**src/rtl/br_write_ctrl.sv**
```systemverilog
`default_nettype none
// ============================================================================
// Module  : br_write_ctrl
// Brief   : Write-port sequencer for the 32-entry register bank: zero sweep
//           after reset, then core writeback merged with an aux requester.
// Revision: 1.0
// ============================================================================
module br_write_ctrl #(
    parameter int N        = 32,
    parameter int MAX_WAIT = 4
) (
    input  logic         clk,
    input  logic         rst,
    input  logic         core_we,
    input  logic [4:0]   core_rd,
    input  logic [N-1:0] core_wd,
    output logic         core_stall,
    output logic         busy,
    input  logic         aux_valid,
    output logic         aux_ready,
    input  logic [4:0]   aux_rd,
    input  logic [N-1:0] aux_wd,
    output logic         br_we,
    output logic [4:0]   br_a3,
    output logic [N-1:0] br_wd3
);

    typedef enum logic [0:0] {
        ST_INIT = 1'b0,
        ST_RUN  = 1'b1
    } state_t;

    localparam logic [3:0] c_max_wait = 4'(MAX_WAIT);

    state_t     r_state;
    logic [4:0] r_idx;
    logic [3:0] r_starve;

    logic w_core_stall;
    logic w_core_hit;
    logic w_aux_ready;
    logic w_aux_fire;

    always_comb begin
        w_core_stall = 1'b0;
        w_core_hit   = 1'b0;
        w_aux_ready  = 1'b0;
        w_aux_fire   = 1'b0;
        br_we        = 1'b0;
        br_a3        = 5'd0;
        br_wd3       = '0;
        busy         = 1'b1;
        if (!rst) begin
            if (r_state == ST_INIT) begin
                br_we = 1'b1;
                br_a3 = r_idx;
            end else begin
                busy         = 1'b0;
                w_core_stall = (r_starve == c_max_wait);
                // A core write to x0 never occupies the port, so aux may use it
                w_core_hit   = core_we && (core_rd != 5'd0) && !w_core_stall;
                w_aux_ready  = !w_core_hit;
                w_aux_fire   = aux_valid && w_aux_ready;
                if (w_core_hit) begin
                    br_we  = 1'b1;
                    br_a3  = core_rd;
                    br_wd3 = core_wd;
                end else if (w_aux_fire) begin
                    br_we  = (aux_rd != 5'd0);
                    br_a3  = aux_rd;
                    br_wd3 = aux_wd;
                end
            end
        end
    end

    assign core_stall = w_core_stall;
    assign aux_ready  = w_aux_ready;

    always_ff @(posedge clk) begin
        if (rst) begin
            r_state  <= ST_INIT;
            r_idx    <= 5'd0;
            r_starve <= 4'd0;
        end else begin
            case (r_state)
                ST_INIT: begin
                    r_idx <= r_idx + 5'd1;
                    if (r_idx == 5'd31) begin
                        r_state <= ST_RUN;
                    end
                end
                default: begin
                    if (!aux_valid || w_aux_fire) begin
                        r_starve <= 4'd0;
                    end else if (r_starve != c_max_wait) begin
                        r_starve <= r_starve + 4'd1;
                    end
                end
            endcase
        end
    end

endmodule
`default_nettype wire

```
**config.mk**
```make
export PLATFORM = sky130hd
export DESIGN_NAME = br_write_ctrl
export DESIGN_NICKNAME = d
export VERILOG_FILES = /design/src/rtl/br_write_ctrl.sv
export SDC_FILE = /design/constraint.sdc
export NUM_CORES = 1
export LEC_CHECK = 0
export ABC_CLOCK_PERIOD_IN_PS = 3700
export CELL_PAD_IN_SITES_DETAIL_PLACEMENT = 0
export CELL_PAD_IN_SITES_GLOBAL_PLACEMENT = 1
export CORE_ASPECT_RATIO = 0.9
export CORE_UTILIZATION = 18
export DETAILED_ROUTE_END_ITERATION = 16
export PLACE_DENSITY_LB_ADDON = 0.1
export SLEW_MARGIN = 20
export SYNTH_ARGS = -nofsm -noshare
export SYNTH_HDL_FRONTEND = slang
export SYNTH_SLANG_ARGS = --single-unit
```
**constraint.sdc**
```tcl
create_clock -name clk -period 3.7 [get_ports clk]
set_input_delay 1.11 -clock clk [delete_from_list [all_inputs] [get_ports clk]]
set_output_delay 1.11 -clock clk [all_outputs]
set_load 0.03 [all_outputs]
```
== After elaboration in Yosys (flattened, before gate mapping) ==
Index checks and enable logic that the tools add are counted.

* $add $sub $neg: 2
* Equality and inequality tests: 3
* Mux-type cells: 24
* Reduce and logical (&&, ||, !) cells: 11

{| class="wikitable"
|+ Operator list
! cell !! number
|-
| 32-bit two-way mux || 4
|-
| 5-bit two-way mux || 4
|-
| 1-bit two-way mux || 14
|-
| 5-bit nonzero test || 2
|-
| 4-bit two-way mux || 2
|-
| 5-bit by 1-bit adder with 5-bit output (second input constant) || 1
|-
| 5-bit == test (second input constant) || 1
|-
| 4-bit by 1-bit adder with 4-bit output (second input constant) || 1
|-
| 4-bit by 3-bit == test with 1-bit output (second input constant) || 1
|-
| 4-bit by 3-bit inequality test with 1-bit output (second input constant) || 1
|-
| 1-bit logical AND || 3
|-
| 1-bit zero test || 3
|-
| 2-bit AND reduction || 1
|-
| 2-bit nonzero test || 1
|-
| 1-bit logical OR || 1
|}

* Register bits: 10
* Input port bits: 78
* Output and inout bits: 41
* Word-level logic and storage cells: 43

== Logic depth before layout (Yosys ltp) ==
* Word-level depth: 10
* Gate-level depth with buffers: 8
* Depth with buffers taken out: 6

== Least setup slack after synthesis ==
Ideal clock, no wire load.

* Kind: in2out
* Start: input core_rd[1]
* End: output br_a3[0]
* Arrival: 2.874 ns
* Required time: 2.590 ns
* Setup slack: -0.284 ns
* Stages on the path: 5
* Path buffers: 1
* Path through: or4_4 o211ai_2 buf_6 nand3_1 a311oi_1

* Longest elaborated chain between the ends: 9

{| class="wikitable"
|+ RTL lines
! element !! line !! source
|-
| from (decl) || 15 || <nowiki>input logic [4:0] core_rd,</nowiki>
|-
| 5-bit nonzero test (*) || 61 || <nowiki>w_core_hit = core_we && (core_rd != 5'd0) && !w_core_stall;</nowiki>
|-
| 1-bit logical AND (*) (2 in a row) || 61 ||
|-
| 1-bit zero test || 62 || <nowiki>w_aux_ready = !w_core_hit;</nowiki>
|-
| 1-bit logical AND || 63 || <nowiki>w_aux_fire = aux_valid && w_aux_ready;</nowiki>
|-
| 5-bit two-way mux || 68 || <nowiki>end else if (w_aux_fire) begin</nowiki>
|-
| 5-bit two-way mux (*) || 64 || <nowiki>if (w_core_hit) begin</nowiki>
|-
| 5-bit two-way mux (*) || 54 || <nowiki>if (r_state == ST_INIT) begin</nowiki>
|-
| 5-bit two-way mux (*) || 53 || <nowiki>if (!rst) begin</nowiki>
|-
| to (decl) || 24 || <nowiki>output logic [4:0] br_a3,</nowiki>
|}

Mark *: on every way between the ends. The rest lies on a longest branch, timed or not.

== Final worst setup path ==
* Start: input core_rd[2]
* End: output br_wd3[31]

* Longest elaborated chain between the ends: 9

{| class="wikitable"
|+ RTL lines
! element !! line !! source
|-
| 5-bit nonzero test (*) || 61 ||
|-
| 1-bit logical AND (*) (2 in a row) || 61 ||
|-
| 1-bit zero test || 62 ||
|-
| 1-bit logical AND || 63 ||
|-
| 32-bit two-way mux || 68 ||
|-
| 32-bit two-way mux (*) || 64 ||
|-
| 32-bit two-way mux (*) || 54 ||
|-
| 32-bit two-way mux (*) || 53 ||
|-
| to (decl) || 25 || <nowiki>output logic [N-1:0] br_wd3</nowiki>
|}

Marked as above.

==> results by group <==
Clocking
  – Total CTS buffers: 3
  – CTS tree: done
  – H-tree depth: 1
  – Clk sinks: 10
  – Worst-Skew Late Latency: 0.24 ns
  – CTS root buf: clkbuf_8
  – Cts hold-fix bufs: 0
  – Clock slew at reported path FFs: 0.05 ns
  – Maximum clock insertion buffer count: 2

Routing
  – Vias per cell: 4.66
  – Final WL: 6050 µm
  – Antenna Nets Post-Route: 0
  – DRC viols: 0
  – DR iter-0 viols: 79
  – Via count: 1912
  – Routed len/inst: 14.8 µm
  – Length of the first detailed-routing pass in iterations: 4

Timing
  – Skew final: 0.000619 ns
  – Setup TNS: -3.98 ns
  – Final Cycle Share: 105%
  – Final Slew Violations: 0
  – Final setup viols: 36
  – F_max: 0.257 GHz
  – RSZ-0062 raised after global routing: yes
  – Final hold viol count: 0
  – Min Tclk post-route: 3.89 ns
  – Setup WS post-layout: -0.187 ns
  – Slew of the pin with the lowest slew margin: 0.556 ns
  – Slew HR: 62.9%

Logic synthesis
  – Post-synth EDFFs: 0
  – Net Count, Synth: 282
  – Flip-flop and latch count after synthesis: 10
  – Mean area per synthesized cell: 6.02 µm²
  – Cell area after synthesis: 0.00120 mm²
  – Yosys Warn Count: 0
  – Post-synthesis cell count: 200
  – Yosys cell types: 33
  – Most used flip-flop cell after synthesis: dfxtp_1
  – Post-synthesis sequential area ratio: 16.6%
  – Async S/R FF share, synth: 0%

Pwr
  – Peak VDD IR: 0.0787 mV
  – Pleak: 0.00115 µW
  – Pwr Density: 149 mW/mm²

Die
  – Die ar.: 0.00702 mm²
  – Chip Height: 79.6 µm
  – Cell row count: 27
  – I/O Pins: 119
  – Die Wd: 88.2 µm
  – Starting Density: 19.2%
  – Core ar.: 0.00628 mm²

GRT
  – Number of global-route vias before repair: 1873
  – Gr usage total: 17.0%
  – Grt ovf: 0
  – Antenna violations before repair: 0
  – First-pass GRT wire length: 9330 µm
  – Largest net degree at the start of global routing: 35

Critical path
  – Startpoint types: input port
  – Critical path peak fanout: 8
  – Critical Path RT: 2.59 ns
  – Setup crit end kind: output port
  – CP arrival: 2.78 ns
  – Critical Path Source: core_rd[2]
  – WS Path Type: in -> out
  – Reg-to-Reg Start: r_starve[0]

Finish
  – N_diodes: 0
  – Fraction of final layout cells sized beyond drive strength 1: 44.6%
  – Most frequent cells in the layout: 72 x clkdlybuf4s50_1, 39 x nand2_1, 38 x buf_6
  – Commonest non-fill, non-tap cell in the layout: clkdlybuf4s50_1
  – Area grow syn2layout: 159%
  – Nets: 406

Run
  – Max-cap viol count: 0

Status
  – Failing checks: negative setup slack
  – Status: finished, violations left

Placed design
  – Buffers on Ports: 118
  – HPWL after DPL: 4090 µm
  – Place WS: -0.546 ns
  – Routability cong.: 0.721

Hold path
  – Path category of the worst min-delay check: reg -> reg
  – HP Start: r_starve[3]
[cells by family (layout without fill, tap and decap cells)]
family | after synthesis | in the layout | synth area share (%)
adder cells (fa/ha/maj) | 4 | 4 | 4.16
AND/OR/NAND/NOR | 101 | 101 | 38.3
buffers and inverters | 25 | 148 | 10.3
AO/OA/AOI/OAI | 54 | 54 | 26.1
multiplexers | 2 | 2 | 1.66
flip-flops | 10 | 10 | 16.6
XOR/XNOR | 4 | 4 | 2.91
[worst max-delay path, stage by stage]
cell	delay [ns]
buf_6	0.09
or4_4	0.55
o211ai_4	0.26
buf_6	0.15
buf_12	0.10
buf_16	0.13
nand3_2	0.08
a21oi_2	0.15
buf_6	0.14
[stage by stage]
| step | hold WS (ns) | total power [µW] | std cells | util [%] | cell area [µm²] |
|---|---|---|---|---|---|
| CTS | 0.498 | 467 | 412 | 48.9 | 3070 |
| global placement | 0.486 | 286 | 399 | 41.2 | 2590 |
| finish | 0.494 | 464 | 410 | 49.6 | 3110 |
| floorplan | 0.469 | 178 | 200 | - | 1340 |
| global route | 0.527 | 491 | 410 | 49.6 | 3110 |
| detailed placement | 0.491 | 286 | 399 | 41.2 | 2590 |
[path summary, 6_finish.rpt]
kind / depth (start not counted) / endpoint / slack, ns
setup / recovery: 9 / br_wd3[31] / -0.19
hold / removal: 2 / r_starve[3] / 0.49
setup reg to reg: 7 / r_starve[2] / 1.69
hold reg to reg: 2 / r_starve[3] / 0.49
[routing by layer]
metal	up-vias	track usage, %	wire, µm
met3	8	3.21	475
met1	866	22.0	2720
met4	0	5.97	101
met5	-	0	0
li1	954	-	-
met2	84	28.0	2750
[layout make-up]
class / instances / area, µm²
Multi-Input combinational cell: 165 / 1240
Clock buffer: 4 / 55.1
Inverter: 3 / 11.3
Sequential cell: 10 / 200
Timing Repair Buffer: 141 / 1500
Tap cell: 87 / 109
Fill cell: 633 / 3170
[sequential cells by signal, indices dropped and copies added, names as in the netlist]
register	flops
r_idx	5
r_state	1
r_starve	4
[what timing repair did]
item                       4_1_cts  5_1_grt
cloned                           3        0
gates resized for setup         87       20
hold endpoints to repair         0        0
pin swaps                       38       26
setup endpoints to repair       39       38
buffers inserted                 6        0
[synth_stat cells (all sizes together), types with 2 or more instances]
library cell	count	area, µm²
mux2i	2	20.0
xor2	2	17.5
nor2	14	52.6
buf	10	67.6
inv	3	11.3
dfxtp	10	200
clkbuf	12	45.0
nand3	35	175
o21ai	5	25.0
ha	4	50.1
a31oi	7	43.8
nand4	2	12.5
nand2	39	146
nor3	4	20.0
a21oi	33	165
a211oi	2	15.0
xnor2	2	17.5
or4	2	18.8
[report_power, final]
group / internal (µW) / switching [µW] / total [µW]
Clock: 94.0 / 48.0 / 142
Combinational: 122 / 85.9 / 208
Sequential: 111 / 3.40 / 114
(Power assumes the default switching activity.)
